[src/rtl/led_cnt_pkg.sv]
// Shared types for the multi-channel LED divider: channel modes, default
// field widths and the {mode, div, duty} config record.
package led_cnt_pkg;

  localparam int DEF_DIV_W  = 5;
  localparam int DEF_DUTY_W = 8;

  typedef enum logic [1:0] {
    MODE_OFF   = 2'd0,
    MODE_ON    = 2'd1,
    MODE_BLINK = 2'd2,
    MODE_PWM   = 2'd3
  } led_mode_e;

  typedef struct packed {
    led_mode_e               mode;
    logic [DEF_DIV_W-1:0]    div;
    logic [DEF_DUTY_W-1:0]   duty;
  } led_cfg_t;

  // Channel select is never narrower than one bit, even for a single channel.
  function automatic int sel_width(input int n);
    return (n > 1) ? $clog2(n) : 1;
  endfunction

endpackage

[src/rtl/led_cnt_ch.sv]
// One LED channel: write-matched config register plus a registered LED bit
// derived from the shared prescaler. LED_CNT_MULTI_RDBACK_EN exposes the config.
module led_cnt_ch
  import led_cnt_pkg::*;
#(
  parameter int         CNT_W    = 32,
  parameter int         DIV_W    = DEF_DIV_W,
  parameter int         DUTY_W   = DEF_DUTY_W,
  parameter int         SEL_W    = 2,
  parameter int         CH_IDX   = 0,
  parameter logic [1:0] RST_MODE = 2'd2,
  parameter int         RST_DIV  = 24
) (
  input  logic              clk100,
  input  logic              rst,
  input  logic              wren_i,
  input  logic [SEL_W-1:0]  ch_sel_i,
  input  logic [1:0]        mode_i,
  input  logic [DIV_W-1:0]  div_i,
  input  logic [DUTY_W-1:0] duty_i,
  input  logic [CNT_W-1:0]  cnt_i,
`ifdef LED_CNT_MULTI_RDBACK_EN
  output logic [2+DIV_W+DUTY_W-1:0] cfg_o,
`endif
  output logic              led_o
);

  localparam int TAP_W = (CNT_W > 1) ? $clog2(CNT_W) : 1;

  led_mode_e         mode_q;
  logic [DIV_W-1:0]  div_q;
  logic [DUTY_W-1:0] duty_q;
  logic              wr_hit;
  logic [TAP_W-1:0]  tap;
  logic              led_d;

  assign wr_hit = wren_i && (ch_sel_i == SEL_W'(CH_IDX));

  always_ff @(posedge clk100) begin
    if (rst) begin
      mode_q <= led_mode_e'(RST_MODE);
      div_q  <= DIV_W'(RST_DIV);
      duty_q <= '0;
    end else if (wr_hit) begin
      mode_q <= led_mode_e'(mode_i);
      div_q  <= div_i;
      duty_q <= duty_i;
    end
  end

  // Divider values past the top counter bit fall back to the slowest tap.
  always_comb begin
    tap = TAP_W'(div_q);
    if (int'(div_q) >= CNT_W) tap = TAP_W'(CNT_W - 1);
  end

  always_comb begin
    led_d = 1'b0;
    case (mode_q)
      MODE_OFF:   led_d = 1'b0;
      MODE_ON:    led_d = 1'b1;
      MODE_BLINK: led_d = cnt_i[tap];
      MODE_PWM:   led_d = (cnt_i[DUTY_W-1:0] < duty_q);
      default:    led_d = 1'b0;
    endcase
  end

  always_ff @(posedge clk100) begin
    if (rst) led_o <= 1'b0;
    else     led_o <= led_d;
  end

`ifdef LED_CNT_MULTI_RDBACK_EN
  assign cfg_o = {mode_q, div_q, duty_q};
`endif

endmodule

[src/rtl/led_cnt_multi.sv]
// Multi-channel LED driver: shared free-running prescaler feeding NUM_CH
// configurable channels. LED_CNT_MULTI_RDBACK_EN adds a registered config readback.
module led_cnt_multi
  import led_cnt_pkg::*;
#(
  parameter int         NUM_CH   = 4,
  parameter int         CNT_W    = 32,
  parameter int         DIV_W    = DEF_DIV_W,
  parameter int         DUTY_W   = DEF_DUTY_W,
  parameter logic [1:0] RST_MODE = 2'd2,
  parameter int         RST_DIV  = 24,
  localparam int        SEL_W    = sel_width(NUM_CH),
  localparam int        CFG_W    = 2 + DIV_W + DUTY_W
) (
  input  logic              clk100,
  input  logic              rst,
  input  logic              wren_i,
  input  logic [SEL_W-1:0]  ch_sel_i,
  input  logic [1:0]        mode_i,
  input  logic [DIV_W-1:0]  div_i,
  input  logic [DUTY_W-1:0] duty_i,
`ifdef LED_CNT_MULTI_RDBACK_EN
  input  logic [SEL_W-1:0]  rd_sel_i,
  output logic [CFG_W-1:0]  rd_cfg_o,
`endif
  output logic [NUM_CH-1:0] led_o
);

  logic [CNT_W-1:0] cnt;

  always_ff @(posedge clk100) begin
    if (rst) cnt <= '0;
    else     cnt <= cnt + CNT_W'(1);
  end

`ifdef LED_CNT_MULTI_RDBACK_EN
  logic [CFG_W-1:0] ch_cfg [NUM_CH];
`endif

  // Each channel matches its own index, so selects >= NUM_CH hit nothing.
  for (genvar gi = 0; gi < NUM_CH; gi++) begin : g_ch
    led_cnt_ch #(
      .CNT_W    (CNT_W),
      .DIV_W    (DIV_W),
      .DUTY_W   (DUTY_W),
      .SEL_W    (SEL_W),
      .CH_IDX   (gi),
      .RST_MODE (RST_MODE),
      .RST_DIV  (RST_DIV)
    ) u_ch (
      .clk100   (clk100),
      .rst      (rst),
      .wren_i   (wren_i),
      .ch_sel_i (ch_sel_i),
      .mode_i   (mode_i),
      .div_i    (div_i),
      .duty_i   (duty_i),
      .cnt_i    (cnt),
`ifdef LED_CNT_MULTI_RDBACK_EN
      .cfg_o    (ch_cfg[gi]),
`endif
      .led_o    (led_o[gi])
    );
  end

`ifdef LED_CNT_MULTI_RDBACK_EN
  // Reads sample the config before any same-edge write lands.
  always_ff @(posedge clk100) begin
    if (rst)                          rd_cfg_o <= '0;
    else if (int'(rd_sel_i) < NUM_CH) rd_cfg_o <= ch_cfg[rd_sel_i];
    else                              rd_cfg_o <= '0;
  end
`endif

endmodule

[config.mk]
export PLATFORM = sky130hd
export DESIGN_NAME = led_cnt_multi
export DESIGN_NICKNAME = d
export VERILOG_FILES = /design/src/rtl/led_cnt_pkg.sv /design/src/rtl/led_cnt_ch.sv /design/src/rtl/led_cnt_multi.sv
export SDC_FILE = /design/constraint.sdc
export NUM_CORES = 1
export LEC_CHECK = 0
export CORE_MARGIN = 1
export CORE_UTILIZATION = 44
export CTS_CLUSTER_DIAMETER = 60
export DETAILED_ROUTE_END_ITERATION = 7
export PLACE_DENSITY_LB_ADDON = 0.1
export SYNTH_ARGS = -nofsm -noshare
export SYNTH_HDL_FRONTEND = slang
export SYNTH_SLANG_ARGS = --single-unit
[constraint.sdc]
create_clock -name clk100 -period 3.8 [get_ports clk100]
set_input_delay 1.14 -clock clk100 [delete_from_list [all_inputs] [get_ports clk100]]
set_output_delay 1.14 -clock clk100 [all_outputs]
set_load 0.05 [all_outputs]
==> Word level (Yosys, flattened, before mapping) <==
Index checks and enable logic that the tools add are counted.
{ "totals": {"regBits": 96, "wordCells": 62} }
{ "op_classes": {"add_sub_neg": 1, "n_lt_le_gt_ge": 8, "eq_ne": 15, "mux": 12, "n_reduce_logical": 9} }
{ "op_table": {"columns": ["op", "count"], "rows": [
  ["$add A32 B1 Y32 const B", 1],
  ["$lt A8 B8 Y1", 4],
  ["$lt A5 B6 Y1 const B", 4],
  ["$bmux W1 S5", 4],
  ["$eq A2 B2 Y1 const B", 10],
  ["$pmux W1 S4", 4],
  ["$eq A2 B1 Y1 const B", 5],
  ["$logic_not A2 Y1", 5],
  ["$logic_and A1 B1 Y1", 4],
  ["$mux W1", 4]
]} }

==> Logic depth before layout (Yosys ltp) <==
Gate-level depths: netlist (run 1).
{ "depth": {"word_depth": 3, "mapped_depth": 7} }

==> By module <==
Synthesis (run 1) repeated with hierarchy kept, for this count alone.
{ "unflattened": {"cells_unflattened": 651, "area_unflattened_um2": 5631.7} }
{ "modules_own_cells": {"columns": ["module", "instances", "cells_per_inst", "area_each_um2", "seq_area_each_um2"], "rows": [
  ["led_cnt_ch at g_ch[0].u_ch ...", 3, 121, 1039.7, 320.3],
  ["led_cnt_multi", 1, 168, 1475.2, 640.6],
  ["led_cnt_ch at g_ch[3].u_ch", 1, 120, 1037.2, 320.3]
]} }

==> Least setup slack after synthesis (run 1) <==
OpenSTA, ideal clock, no wires.
{ "synth_timing": {"path_kind": "input port to flip-flop", "from": "input port ch_sel_i[1]", "to": "register g_ch[0].u_ch.duty_q[0]", "setup_time_ps": 70, "arrival_ps": 2111, "t_required_ps": 3730, "setup_slack_ps": 1619, "path_stages": 4, "path_buffers": 1, "cell_sequence": "nor3b_1 -> clkbuf_1 -> nand2_1 -> a21oi_1"} }
{ "synth_between": {"elab_chain_cells": 2} }
{ "synth_rtl": {"columns": ["element", "line", "rtl"], "rows": [
  ["from (decl)", "led_cnt_multi.sv:18", "input logic [SEL_W-1:0] ch_sel_i,"],
  ["$logic_not A2 Y1", "led_cnt_ch.sv:37", "assign wr_hit = wren_i && (ch_sel_i == SEL_W'(CH_IDX));"],
  ["$logic_and A1 B1 Y1", "led_cnt_ch.sv:37", null],
  ["to (signal assigned)", "led_cnt_ch.sv:47", "duty_q <= duty_i;"],
  ["to (decl)", "led_cnt_ch.sv:32", "logic [DUTY_W-1:0] duty_q;"]
]} }
No other way between the ends.
A chain may end at the register's enable or synchronous reset.

==> Worst setup path after layout (run 1) <==
{ "layout_timing": {"from": "register g_ch[0].u_ch.led_o", "to": "output port led_o[0]"} }
{ "layout_rtl": {"columns": ["element", "line", "rtl"], "rows": [
  ["from (decl)", "led_cnt_ch.sv:25", "output logic led_o"],
  ["from (signal assigned)", "led_cnt_ch.sv:70", "else led_o <= led_d;"],
  ["to (decl)", "led_cnt_multi.sv:26", "output logic [NUM_CH-1:0] led_o"]
]} }
No word-level cell between the ends.

==> results of run 1 <==
[final cells by class]
cell class,count,area [um2],area share
multi-input cells,466,3400,0.544
flip-flops and latches,96,1920,0.308
inverters,36,135,0.0216
clock buffers,10,229,0.0367
clock inverters,4,47.5,0.00761
repair buffers,31,298,0.0477
well taps,172,215,0.0344
[power breakdown]
group | leakage, nW | switching, W | internal (W)
combinational | 1.34 | 0.000114 | 0.0000955
sequential | 0.779 | 0.0000335 | 0.00103
clock | 0.134 | 0.000389 | 0.000501
[synth_stat cells, drive strengths merged (2+ instances only)]
| master | number |
|---|---|
| nand2 | 129 |
| dfxtp | 96 |
| a21oi | 55 |
| inv | 36 |
| nor2 | 36 |
| ha | 29 |
| clkbuf | 27 |
| mux4 | 24 |
| buf | 18 |
| mux2i | 17 |
| nand3 | 15 |
| xnor2 | 15 |
| a21o | 12 |
| nand2b | 12 |
| xor2 | 12 |
| nand3b | 11 |
| nand4 | 9 |
| nor3 | 8 |
| mux2 | 7 |
| nor4 | 7 |
| nor2b | 6 |
| a211oi | 5 |
| a311oi | 5 |
| and4 | 5 |
| o31ai | 5 |
| a2111oi | 4 |
| nor3b | 4 |
| o21bai | 4 |
| o32ai | 4 |
| a311o | 3 |
| nor4b | 3 |
| o22ai | 3 |
| or3 | 3 |
| a211o | 2 |
| and2 | 2 |
| and3 | 2 |
| o21ai | 2 |
[metrics by stage]
stage	hold slack, ps	worst slack (ps)
3_3_place_gp	443	1080
3_5_place_dp	447	1040
5_1_grt	468	1000
2_1_floorplan	436	1620
4_1_cts	457	1180
6_report	455	1190
[cell families (layout without fill, tap and decap cells)]
| family | Yosys count | count (layout) | share of synthesized area |
|---|---|---|---|
| compound gates | 106 | 106 | 0.119 |
| xor+xnor | 27 | 27 | 0.0415 |
| fa+ha+maj | 29 | 29 | 0.0638 |
| flops | 96 | 96 | 0.338 |
| mux | 48 | 48 | 0.139 |
| buf+inv | 81 | 81 | 0.0657 |
| simple gates | 256 | 256 | 0.233 |
[routing by layer]
metal  wire [um]  GRT usage  vias to the layer above
li1            -          -                     2245
met1        6470      0.295                     2203
met2        7280      0.402                       87
met3         526     0.0377                       35
met4         462      0.125                        0
met5           0          0                        -
[registers in the layout, indices dropped and copies added, names as in the netlist]
signal	flops
cnt	32
g_ch.u_ch.div_q	20
g_ch.u_ch.duty_q	32
g_ch.u_ch.led_o	4
g_ch.u_ch.mode_q	8
[final timing paths]
kind / from / end / slack [ps] / depth (start not counted)
hold / removal: g_ch[3].u_ch.duty_q[5] / g_ch[3].u_ch.duty_q[5] / 460 / 2
hold reg to reg: g_ch[3].u_ch.duty_q[5] / g_ch[3].u_ch.duty_q[5] / 460 / 2
setup / recovery: g_ch[0].u_ch.led_o / led_o[0] / 1190 / 1
setup reg to reg: cnt[0] / cnt[18] / 1250 / 6
==> results.yml, run 1 <==
worst_setup_path:
  cp-end-kind: "output port"
  cp_top_family: "buffers and inverters"
  cp_slowest_stage_delay_ps: 800
  critPathMaxFanout: 1
  cpMaxStageDelayCell: "clkdlybuf4s50_1"
  required_ps: 2660
  criticalPathCategory: "flip-flop to output port"
  path_buf_inv: 1
  worstPathCellList: "clkdlybuf4s50_1"
  start_kind: "flip-flop"
  crit_arrival_ps: 1470
yosys:
  ys_seq_area_frac: 0.338
  ys_ff_latch: 96
  yosysTopAreaCell: "dfxtp_1"
  ys.flop_type: "dfxtp_1"
  ys_warn_count: 0
  synth_area_mm2: 0.00569
  syn_area_per_cell_um2: 8.85
  syn-num-nets: 692
  yosysUniqueCellTypes: 58
  syn_inst: 643
  synth_top_area_frac: 0.338
  synth.area.top_cells: "dfxtp_1, mux4_2, nand2_1"
  ys_async_sr_fraction: 0
  synth-edff-count: 0
place:
  place_area_mm2: 0.00597
  place_congestion: 0.827
  dp_hpwl_um: 10200
  place_inst: 801
  io_buffer_count: 23
finish:
  final_area_mm2: 0.00625
  fin_nets: 689
  final_cell_mix: "nand2_1, dfxtp_1, a21oi_1"
  mostFrequentLayoutCell: "nand2_1"
  utilization: 0.495
  nFillCells: 1246
  stdcell_count: 815
  area_delta_synth_final_pct: 9.76
  final_layout_size_suffix_gt1_frac: 0.112
  diodes: 0
routing:
  vias_per_cell: 5.61
  ant_nets: 0
  drtPass1Iterations: 4
  vias: 4570
  drt_iter0_drc: 290
  drc: 0
  routed_wl_um: 14700
  wl_per_cell_um: 18.1
sta:
  rsz0062_at_grt: "no"
  max-slew-margin-rel: 0.476
  max_freq_mhz: 383
  finalSetupViolations: 0
  tns_ps: 0
  worst_pin_slew_ps: 780
  drv_slew: 0
  finalHoldViolCount: 0
  clock_skew_ps: 5.09
  post-route-min-period_ps: 2610
  fin_crit_sh: 0.688
clock_tree:
  cts_root_buf: "clkbuf_16"
  clk_path_buf_depth: 2
  post_cts_buffers: 0
  cts_resized: 0
  postCtsHoldBufs: 0
  cts_num_sinks: 96
  h-tree-depth: 3
  cts_tree: "built"
  numCtsBuffers: 9
  path_clk_slew_ps: 70
  clock_latency_ps: 350
power_and_ir_drop:
  p_leak_nw: 2.26
  ir_worst_vdd_v: 0.000153
  powerDensity_mw_per_mm2: 347
  finalPower_w: 0.00217
global_routing:
  grt_pass1_vias: 4431
  antenna_found_initial: 0
  grt_pass1_wl_um: 23800
  gr-total-overflow: 0
  grt_max_degree: 61
  track_usage: 0.239
die:
  start_util: 0.451
  die_w_um: 116
  ios: 24
  die_area_mm2: 0.0134
  die_h_um: 116
  num_rows: 41
  core_mm2: 0.0126
worst_hold_path:
  hold_class: "flip-flop to flip-flop"
status:
  outcome: "finished, final reports clean"
flow_run:
  max_cap_viol_count: 0
No activity file was read; power rests on OpenSTA's default activity.
==> run 2, diff against run 1 <==
==> constraint.sdc (replaced) <==
create_clock -name clk100 -period 2.2 [get_ports clk100]
set_input_delay 0.66 -clock clk100 [delete_from_list [all_inputs] [get_ports clk100]]
set_output_delay 0.66 -clock clk100 [all_outputs]
set_load 0.05 [all_outputs]
==> run 2 against run 1 <==
Net effect:
- critical path depth unchanged
- clock power increased by 73%
- via count increased by 3.1%
- critical path type unchanged
- largest cell class unchanged
- critical endpoint unchanged
==> results.yml, run 2 (synthesized netlist as in run 1, its figures left out) <==
global_routing:
  met1_usage: 0.280
  grt_pass1_wl_um: 23800
  grt_pass1_vias: 4534
  use_met2: 0.426
  grt_busiest_layer: "met2"
  grt_max_degree: 29
  gr-total-overflow: 0
  grt_use_met3: 0.0481
  track_usage: 0.238
  antenna_found_initial: 0
die:
  die_area_mm2: 0.0134
  die_w_um: 116
  ios: 24
  core_mm2: 0.0126
  die_h_um: 116
  num_rows: 41
  start_util: 0.451
worst_setup_path:
  worstPathCellList: "clkdlybuf4s50_1"
  reg2regPathDepth: 6
  required_ps: 1540
  criticalPathCategory: "flip-flop to output port"
  regToRegSetupSlack_ps: 160
  cp-end-kind: "output port"
  start_kind: "flip-flop"
  cp_slowest_stage_delay_ps: 800
  reg2reg_to: "g_ch[1].u_ch.led_o"
  crit_arrival_ps: 1470
  critPathMaxFanout: 1
  regToRegStartpoint: "cnt[5]"
  cpMaxStageDelayCell: "clkdlybuf4s50_1"
  path_buf_inv: 1
  cp_top_family: "buffers and inverters"
finish:
  area_delta_synth_final_pct: 13.8
  fin_nets: 718
  stdcell_count: 846
  diodes: 0
  reg_top3: "cnt: 32 flops, g_ch.u_ch.duty_q: 32 flops, g_ch.u_ch.div_q: 20 flops"
  final_layout_size_suffix_gt1_frac: 0.154
  final_cell_mix: "nand2_1, dfxtp_1, a21oi_1"
  mostFrequentLayoutCell: "nand2_1"
  nFillCells: 1212
status:
  outcome: "finished, final reports clean"
clock_tree:
  path_clk_slew_ps: 70
  cts_resized: 0
  post_cts_buffers: 0
  postCtsHoldBufs: 0
  cts_tree: "built"
  clock_latency_ps: 360
  clk_path_buf_depth: 2
  numCtsBuffers: 9
  h-tree-depth: 3
  cts_num_sinks: 96
  cts_root_buf: "clkbuf_16"
place:
  place_congestion: 0.895
  place_inst: 830
  dp_hpwl_um: 11100
  io_buffer_count: 23
sta:
  max-slew-margin-rel: 0.649
  max_freq_mhz: 470
  drv_slew: 0
  fin_crit_sh: 0.967
  post-route-min-period_ps: 2130
  finalSetupViolations: 0
  rsz0062_at_grt: "no"
  clock_skew_ps: 5.27
  tns_ps: 0
  finalHoldViolCount: 0
  worst_pin_slew_ps: 525
routing:
  vias: 4710
  routed_wl_um: 15000
  drt_iter0_drc: 290
  drc: 0
  vias_per_cell: 5.57
  ant_nets: 0
  wl_per_cell_um: 17.7
  drtPass1Iterations: 5
worst_hold_path:
  hp-start: "g_ch[0].u_ch.duty_q[3]"
  whs_endpoint: "g_ch[0].u_ch.duty_q[3]"
  hold_depth: 2
  hold_class: "flip-flop to flip-flop"
power_and_ir_drop:
  p_leak_nw: 2.40
  powerDensity_mw_per_mm2: 582
  ir_worst_vdd_v: 0.000501
flow_run:
  max_cap_viol_count: 0
run 2: worst max path at each step:
stage,start,end,slack (ps),cells past startpoint
final,g_ch[0].u_ch.led_o,led_o[0],70,1
after floorplan,cnt[1],cnt[28],260,6
after detailed placement,ch_sel_i[0],g_ch[0].u_ch.duty_q[2],70,4
after global routing,cnt[3],cnt[27],8,5
after global placement,ch_sel_i[1],g_ch[0].u_ch.mode_q[1],90,4
after CTS,g_ch[0].u_ch.led_o,led_o[0],50,1
run 2: per-layer routing:
metal | vias to the layer above | wire, um
met3 | 31 | 564
met4 | 0 | 430
met2 | 116 | 7600
met5 | - | 0
li1 | 2303 | -
met1 | 2260 | 6370
run 2: area by class of cell:
class | instances | area, um2 | area share
tap | 172 | 215 | 0.0332
timing repair buffer | 60 | 515 | 0.0796
sequential | 96 | 1920 | 0.297
multi-input combinational | 466 | 3400 | 0.525
inverter | 36 | 135 | 0.0209
clock inverter | 5 | 38.8 | 0.00599
clock buffer | 11 | 253 | 0.0390
run 2: power breakdown:
group          internal, W  switching (W)  leakage, nW
clock             0.000832       0.000711        0.130
sequential         0.00178      0.0000451        0.779
combinational     0.000186       0.000216         1.49
total              0.00280       0.000972         2.40
run 2: per-stage QoR:
stage               power (W)  setup WS [ps]  instance area (um2)   util  hold WS, ps
floorplan             0.00211            258                 5690      -          436
global placement      0.00226           86.0                 6190  0.490          441
detailed placement    0.00227           68.9                 6190  0.490          449
CTS                   0.00382           49.7                 6480  0.513          459
global route          0.00392           8.03                 6480  0.513          467
finish                0.00377           72.9                 6480  0.513          458
==> run 3, diff against run 2 <==
--- a/config.mk
+++ b/config.mk
@@ -13,3 +13,4 @@
 export SYNTH_ARGS = -nofsm -noshare
 export SYNTH_HDL_FRONTEND = slang
 export SYNTH_SLANG_ARGS = --single-unit
+export TNS_END_PERCENT = 30
==> results of run 3 <==
Same layout as run 2: the final DEF is identical, and so are final timing and power.
